$ cat src/rtl/cc_matrix_stream.sv
// Colour-correction matrix over an AXI4-Stream video bus.
// Each output channel is a signed fixed-point weighted sum of the input
// channels plus an offset, rounded and clipped to the pixel range.
// Coefficients are double-banked: writes go to a shadow bank that is copied
// to the active bank only on a start-of-frame beat, so a frame never mixes
// two coefficient sets. Four-stage pipeline, all stages share one enable.
module cc_matrix_stream #(
    parameter int PX_WIDTH    = 10,
    parameter int CH_NUM      = 3,
    parameter int INT_WIDTH   = 3,
    parameter int FRACT_WIDTH = 10,
    localparam int COEF_WIDTH  = 1 + INT_WIDTH + FRACT_WIDTH,
    localparam int TDATA_WIDTH = ((CH_NUM * PX_WIDTH + 7) / 8) * 8
) (
    input  logic                   clk_i,
    input  logic                   rst_n_i,
    input  logic                   coef_wr_i,
    input  logic [4:0]             coef_sel_i,
    input  logic [COEF_WIDTH-1:0]  coef_data_i,
    input  logic                   coef_commit_i,
    output logic                   commit_pending_o,
    input  logic                   bypass_i,
    input  logic [TDATA_WIDTH-1:0] video_i_tdata,
    input  logic                   video_i_tvalid,
    output logic                   video_i_tready,
    input  logic                   video_i_tlast,
    input  logic                   video_i_tuser,
    output logic [TDATA_WIDTH-1:0] video_o_tdata,
    output logic                   video_o_tvalid,
    input  logic                   video_o_tready,
    output logic                   video_o_tlast,
    output logic                   video_o_tuser
);

    localparam int ROW      = CH_NUM + 1;
    localparam int NUM_COEF = CH_NUM * ROW;
    localparam int IDX_W    = $clog2(NUM_COEF);
    // Product of a signed coefficient and a zero-extended pixel.
    localparam int PROD_W   = COEF_WIDTH + PX_WIDTH + 1;
    // Up to five terms (four products plus offset) need three guard bits.
    localparam int ACC_W    = PROD_W + 3;

    localparam logic [5:0]                    SEL_LIMIT  = 6'(NUM_COEF);
    localparam logic signed [COEF_WIDTH-1:0]  COEF_ONE   = COEF_WIDTH'(1 << FRACT_WIDTH);
    localparam logic signed [ACC_W-1:0]       ROUND_HALF = ACC_W'(1 << (FRACT_WIDTH - 1));
    localparam logic signed [ACC_W-1:0]       PX_MAX_S   = ACC_W'((1 << PX_WIDTH) - 1);

    logic signed [COEF_WIDTH-1:0] shadow_bank [NUM_COEF];
    logic signed [COEF_WIDTH-1:0] active_bank [NUM_COEF];
    logic signed [COEF_WIDTH-1:0] eff_bank    [NUM_COEF];
    logic                         commit_pending;

    logic                enable;
    logic                accept;
    logic                sof_load;
    logic                coef_sel_ok;
    logic [PX_WIDTH-1:0] in_px [CH_NUM];
    logic                unused_pad;

    // Stage 1: products and offsets
    logic                     valid1, user1, last1, byp1;
    logic [PX_WIDTH-1:0]      px1   [CH_NUM];
    logic signed [PROD_W-1:0] prod1 [CH_NUM][CH_NUM];
    logic signed [COEF_WIDTH-1:0] off1 [CH_NUM];

    // Stage 2: full-precision sums
    logic                    valid2, user2, last2, byp2;
    logic [PX_WIDTH-1:0]     px2     [CH_NUM];
    logic signed [ACC_W-1:0] acc_sum [CH_NUM];
    logic signed [ACC_W-1:0] acc2    [CH_NUM];

    // Stage 3: rounded, clipped or bypassed pixels
    logic                    valid3, user3, last3;
    logic signed [ACC_W-1:0] rounded [CH_NUM];
    logic [PX_WIDTH-1:0]     res_px  [CH_NUM];
    logic [PX_WIDTH-1:0]     res3    [CH_NUM];

    // Stage 4: output register
    logic [PX_WIDTH-1:0] out_px [CH_NUM];

    assign enable           = !video_o_tvalid || video_o_tready;
    assign video_i_tready   = enable;
    assign accept           = video_i_tvalid && enable;
    assign sof_load         = accept && video_i_tuser && (commit_pending || coef_commit_i);
    assign coef_sel_ok      = {1'b0, coef_sel_i} < SEL_LIMIT;
    assign commit_pending_o = commit_pending;
    // Padding bits above the packed channels carry no meaning.
    assign unused_pad       = ^video_i_tdata;

    // Unpack input channels and pick the bank this beat will use
    always_comb begin
        for (int k = 0; k < CH_NUM; k++) begin
            in_px[k] = video_i_tdata[k*PX_WIDTH +: PX_WIDTH];
        end
        for (int i = 0; i < NUM_COEF; i++) begin
            eff_bank[i] = sof_load ? shadow_bank[i] : active_bank[i];
        end
    end

    // Coefficient banks and commit handshake; same-cycle shadow write misses the copy
    always_ff @(posedge clk_i) begin
        if (!rst_n_i) begin
            for (int i = 0; i < NUM_COEF; i++) begin
                shadow_bank[i] <= ((i % ROW) == (i / ROW)) ? COEF_ONE : '0;
                active_bank[i] <= ((i % ROW) == (i / ROW)) ? COEF_ONE : '0;
            end
            commit_pending <= 1'b0;
        end else begin
            if (sof_load) begin
                active_bank    <= shadow_bank;
                commit_pending <= 1'b0;
            end else if (coef_commit_i) begin
                commit_pending <= 1'b1;
            end
            if (coef_wr_i && coef_sel_ok) begin
                shadow_bank[coef_sel_i[IDX_W-1:0]] <= coef_data_i;
            end
        end
    end

    // Stage 1: multiply every pixel by its coefficient, capture offsets
    always_ff @(posedge clk_i) begin
        if (!rst_n_i) begin
            valid1 <= 1'b0;
        end else if (enable) begin
            valid1 <= accept;
            user1  <= video_i_tuser;
            last1  <= video_i_tlast;
            byp1   <= bypass_i;
            for (int c = 0; c < CH_NUM; c++) begin
                px1[c]  <= in_px[c];
                off1[c] <= eff_bank[c*ROW + CH_NUM];
                for (int k = 0; k < CH_NUM; k++) begin
                    prod1[c][k] <= PROD_W'(eff_bank[c*ROW + k]) *
                                   PROD_W'($signed({1'b0, in_px[k]}));
                end
            end
        end
    end

    // Sum products and offset per output channel
    always_comb begin
        for (int c = 0; c < CH_NUM; c++) begin
            acc_sum[c] = ACC_W'(off1[c]);
            for (int k = 0; k < CH_NUM; k++) begin
                acc_sum[c] = acc_sum[c] + ACC_W'(prod1[c][k]);
            end
        end
    end

    // Stage 2: register the sums
    always_ff @(posedge clk_i) begin
        if (!rst_n_i) begin
            valid2 <= 1'b0;
        end else if (enable) begin
            valid2 <= valid1;
            user2  <= user1;
            last2  <= last1;
            byp2   <= byp1;
            for (int c = 0; c < CH_NUM; c++) begin
                px2[c]  <= px1[c];
                acc2[c] <= acc_sum[c];
            end
        end
    end

    // Round half up, drop the fraction, clip to pixel range, or bypass
    always_comb begin
        for (int c = 0; c < CH_NUM; c++) begin
            rounded[c] = (acc2[c] + ROUND_HALF) >>> FRACT_WIDTH;
            if (byp2) begin
                res_px[c] = px2[c];
            end else if (rounded[c] < 0) begin
                res_px[c] = '0;
            end else if (rounded[c] > PX_MAX_S) begin
                res_px[c] = '1;
            end else begin
                res_px[c] = rounded[c][PX_WIDTH-1:0];
            end
        end
    end

    // Stage 3: register the final pixel values
    always_ff @(posedge clk_i) begin
        if (!rst_n_i) begin
            valid3 <= 1'b0;
        end else if (enable) begin
            valid3 <= valid2;
            user3  <= user2;
            last3  <= last2;
            for (int c = 0; c < CH_NUM; c++) begin
                res3[c] <= res_px[c];
            end
        end
    end

    // Stage 4: output register, held while the sink stalls
    always_ff @(posedge clk_i) begin
        if (!rst_n_i) begin
            video_o_tvalid <= 1'b0;
        end else if (enable) begin
            video_o_tvalid <= valid3;
            video_o_tuser  <= user3;
            video_o_tlast  <= last3;
            for (int c = 0; c < CH_NUM; c++) begin
                out_px[c] <= res3[c];
            end
        end
    end

    // Pack output channels, padding bits forced to zero
    always_comb begin
        video_o_tdata = '0;
        for (int c = 0; c < CH_NUM; c++) begin
            video_o_tdata[c*PX_WIDTH +: PX_WIDTH] = out_px[c];
        end
    end

endmodule

$ cat config.mk
export PLATFORM = sky130hd
export DESIGN_NAME = cc_matrix_stream
export DESIGN_NICKNAME = d
export VERILOG_FILES = /design/src/rtl/cc_matrix_stream.sv
export SDC_FILE = /design/constraint.sdc
export NUM_CORES = 2
export LEC_CHECK = 0
export CAP_MARGIN = 10
export CELL_PAD_IN_SITES_DETAIL_PLACEMENT = 0
export CELL_PAD_IN_SITES_GLOBAL_PLACEMENT = 2
export CORE_MARGIN = 3
export CORE_UTILIZATION = 30
export CTS_CLUSTER_SIZE = 30
export DETAILED_ROUTE_END_ITERATION = 10
export HOLD_SLACK_MARGIN = 0.06
export PLACE_DENSITY = 0.59
export SYNTH_ARGS = -nofsm -noshare
export SYNTH_HDL_FRONTEND = slang
export SYNTH_SLANG_ARGS = --single-unit
$ cat constraint.sdc
create_clock -name clk_i -period 22.4 [get_ports clk_i]
set_input_delay 5.6 -clock clk_i [delete_from_list [all_inputs] [get_ports clk_i]]
set_output_delay 5.6 -clock clk_i [all_outputs]
set_load 0.005 [all_outputs]
# Word-level counts from Yosys, hierarchy flattened

Memories as Yosys holds them, arrays and structs flattened.
Cells that the tools add are included.

Magnitude comparators: 9
$add $sub $neg: 12
Muxes and demuxes: 27
Reductions and logical operators: 10
Bitwise logic cells: 2
Multipliers: 9

Operators with widths:

| cell                                                                    | number |
|---|---|
| 14-bit by 11-bit multiplier with 25-bit output                          | 9 |
| 14-bit 2-to-1 mux                                                       | 13 |
| 168-bit bitwise mux                                                     | 1 |
| 10-bit 2-to-1 mux                                                       | 9 |
| 27-bit by 25-bit adder with 28-bit output                               | 3 |
| 28-bit by 11-bit adder with 28-bit output (second input constant)       | 3 |
| 26-bit by 25-bit adder with 27-bit output                               | 3 |
| 14-bit by 25-bit adder with 26-bit output                               | 3 |
| 14-bit demux with 4-bit select                                          | 1 |
| 18-bit by 11-bit > comparator with 1-bit output (second input constant) | 3 |
| 18-bit by 1-bit < comparator with 1-bit output (second input constant)  | 3 |
| 5-bit >= comparator (second input constant)                             | 1 |
| 1-bit logical AND                                                       | 5 |
| 5-bit by 1-bit < comparator with 1-bit output (second input constant)   | 1 |
| 5-bit by 4-bit < comparator with 1-bit output (second input constant)   | 1 |
| 4-bit NOT with 5-bit output                                             | 1 |
| 1-bit 2-to-1 mux                                                        | 3 |
| 1-bit logical OR                                                        | 2 |
| 2-bit AND reduction                                                     | 1 |
| 2-bit OR reduction                                                      | 1 |
| 1-bit zero test                                                         | 1 |
| 1-bit NOT                                                               | 1 |

Memories: 7
Flip-flop bits (word level): 351
RAM bits: 471
Word-level logic and storage cells: 115
Bits of input ports: 60

Memories:

| memory          | depth | bits a word | rd ports | clocked after Yosys merged registers in | wr ports | RTL line | source |
|---|---|---|---|---|---|---|---|
| prod1           | 3     | 75          | 3        | 0                                       | 3        | 63       | `logic signed [PROD_W-1:0] prod1 [CH_NUM][CH_NUM];` |
| acc2            | 3     | 28          | 3        | 0                                       | 3        | 70       | `logic signed [ACC_W-1:0] acc2 [CH_NUM];` |
| off1            | 3     | 14          | 3        | 0                                       | 3        | 64       | `logic signed [COEF_WIDTH-1:0] off1 [CH_NUM];` |
| out_px          | 3     | 10          | 3        | 0                                       | 3        | 79       | `logic [PX_WIDTH-1:0] out_px [CH_NUM];` |
| px1             | 3     | 10          | 3        | 0                                       | 3        | 62       | `logic [PX_WIDTH-1:0] px1 [CH_NUM];` |
| px2             | 3     | 10          | 3        | 0                                       | 3        | 68       | `logic [PX_WIDTH-1:0] px2 [CH_NUM];` |
| 1 more memories | n/a   | n/a         | n/a      | n/a                                     | n/a      | n/a      |  |

# Logic depth before layout (Yosys ltp)

Depth in word-level cells: 7
Depth in mapped cells: 29
Depth with buffers taken out: 24

# Least setup slack after synthesis

No wires, ideal clock.

Kind: input to register
Start: input rst_n_i
End: memory acc2[0][10] in the netlist's numbering, enable pin
Setup time: 0.879 ns
Stages on the path: 4
Arrival: 16.592 ns
Path slack: 4.929 ns
Cells stage by stage: clkbuf_1 clkbuf_1 clkbuf_1 and2_1

RTL lines:

| what        | RTL line | source |
|---|---|---|
| from (decl) | 16       | `input logic rst_n_i,` |
| to (decl)   | 70       |  |

==> out/qor.txt <==
hold buffers post-CTS - 0
Pins Over Slew Limit - 0
Rel. slew slack - 0.166
wire per inst - 18.5 µm
top cell type's share of synthesized area - 0.316
post-DP HPWL - 164 mm
Syn Std Cell Area - 83100 µm²
leakage power total - 43.5 nW
Max Clock Skew - 0.0358 ns
Cell Area, Placed - 87700 µm²
worst setup path category - input pin to register
Slowest-stage cell, CP - mux2i_1
Cells after Synth - 8120
DR pass1 iterations - 5
synth-to-layout area growth - 9.94%
CTS tree - done
initial antenna violation count - 28
peak supply drop - 0.0609 mV
CP startpoint kind - input pin
Crit path top cell by count - inv_1
CTS Buf Count - 106
PostCTS Resize Cnt - 0
TritonCTS Sinks - 795
Placeable Area - 275000 µm²
post-route ant nets - 0
Synth Area per Inst - 10.2 µm²
final worst-path cycle share - 0.587
run status - completed
GR Overflow Total - 0
total number of vias - 52700
yosys warns - 0
Starting Density - 0.303
Die H - 532 µm
Synth Flop Type - edfxtp_1
Seq pwr share - 0.417
Clock power frac - 0.429
switching part of the total - 0.281
Worst Setup End Kind - register
drt initial violations - 2588
top post-synthesis cells by count - 1706 x inv_1, 1311 x fa_1, 773 x and2_1, 754 x nand2_1, 591 x ha_1
final hold vios - 0
P_int - 0.00296 W
root buffer cell - clkbuf_16
Switch Pwr - 0.00116 W
Crit Path Max Fanout - 90
postcts setup bufs - 0
final WL - 219 mm
unrepaired setup endpoints after global routing - false
# placed instances - 11600
ratio of cells with drive above 1 in the final layout - 0.0578
count leader, synth - inv_1
CP delay by family, top - compound AO/OA/AOI/OAI gates
Via density - 4.45
vias in the first global route - 57200
CTS H-tree lvls - 3
RD Place Congestion - 0.770
Max clock buf depth - 3
Die W - 532 µm
sequential fraction of the synthesis area - 0.246
min cycle time layout - 13.14 ns
global-route usage over all layers - 0.159
power after layout - 0.00412 W
clk slew on worst S/H paths - 0.06 ns
Yosys reg bits - 795
EDFF count, synth - 454
PwrDens - 45.1 nW/µm²
die area - 283000 µm²
crit path buf inv count - 6
first-pass GRT wire length - 348 mm
measured slew at the worst slew-check pin - 1.25 ns
Area contributors post-synth - fa_1 32%, edfxtp_1 16%, ha_1 8.9%, dfxtp_1 8.2%, inv_1 7.7%
Max Cap Violations - 0
largest net degree at the start of global routing - 125
DRC - 0
input/output buffers - 92
async set or reset register ratio after synthesis - 0
number of fill cells - 28100
setup_tns - 0 ns
Worst-Skew Late Latency - 0.75 ns
crit-path max cell delay - 0.97 ns
multi-input logic area - 54900 µm²
Cell Rows - 192
Hold Crit Class - register to register
FF/Latch Area - 20500 µm²
final std cells w/o fill - 11800
final instance area - 91400 µm²
WP data arrival - 13.62 ns
Final setup viols - 0
Boundary Pins - 97
Final nets - 10000
leading area contributor after synthesis - fa_1
Worst EP required - 22.88 ns
Comb pwr share - 0.154
number of library cell types mapped by synthesis - 90
final core occ - 0.333
Max Clk Rate - 0.0761 GHz
## state kept, by name (all words and copies together) (netlist names), 42 cells and up
signal / count
acc2: 57
active_bank: 168
off1: 42
prod1: 225
shadow_bank: 168
## layout by cell type (no fill, tap or decap), types with 48 or more instances in the layout
| cell type | instances |
|---|---|
| nand2b_1 | 48 |
| nor2_1 | 153 |
| xor2_1 | 57 |
| o21ai_0 | 77 |
| nor2b_1 | 244 |
| clkdlybuf4s50_1 | 63 |
| o21a_1 | 53 |
| mux2i_1 | 140 |
| clkbuf_16 | 109 |
| inv_1 | 1706 |
| a21oi_1 | 165 |
| a21o_1 | 73 |
| mux2_2 | 162 |
| ha_1 | 591 |
| edfxtp_1 | 454 |
| dfxtp_1 | 341 |
| nand2_1 | 754 |
| buf_4 | 66 |
| a21boi_0 | 49 |
| fa_1 | 1311 |
| and2_1 | 772 |
| xnor2_1 | 230 |
## metrics by stage
step	setup slack, ns	hold slack [ns]
after floorplan	4.93	0.400
after global placement	8.33	0.401
after detailed placement	8.30	0.405
after CTS	9.09	0.418
after global routing	8.63	0.421
final	9.26	0.416
## metal layers
layer	vias to the layer above	share of wire	track usage
met5	-	0.000055	0
met4	2	0.020	0.0351
met3	190	0.038	0.0191
met2	729	0.47	0.262
met1	27000	0.47	0.222
li1	24800	-	-
## power groups by stage
stage	sequential (W)	combinational, W	clock (W)
CTS	0.00172	0.000649	0.00185
global placement	0.00175	0.000644	0
floorplan	0.00175	0.000432	0
finish	0.00172	0.000636	0.00177
global route	0.00173	0.000718	0.00189
detailed placement	0.00175	0.000645	0
## final cells by class
type / count / share of cell area
antenna: 11 / 0.000301
clock buffer: 147 / 0.0325
clock inverter: 54 / 0.00707
inverter: 1706 / 0.0701
multi-input combinational: 5274 / 0.601
sequential: 795 / 0.224
tap: 3686 / 0.0505
timing repair buffer: 161 / 0.0147
## final timing paths
| kind | from | end | slack [ns] | depth (start not counted) |
|---|---|---|---|---|
| worst max register to register | video_o_tvalid | prod1[1][24] | 14.30 | 24 |
| worst min register to register | res3[0][13] | out_px[0][13] | 0.42 | 0 |
| worst min-delay path | res3[0][13] | out_px[0][13] | 0.42 | 0 |
| worst max-delay path | video_o_tready | prod1[1][24] | 9.26 | 25 |
## cells by family (layout without fill, tap and decap cells)
logic type      Yosys count  in the layout  synth area share
buf+inv                2052           2068            0.0934
mux                     302            302            0.0388
compound gates          615            615            0.0507
simple gates           2163           2163             0.135
xor+xnor                290            290            0.0308
fa+ha+maj              1902           1902             0.405
flops                   795            795             0.246
other cells               1             13         0.0000451
No activity file was read; power rests on OpenSTA's default activity.
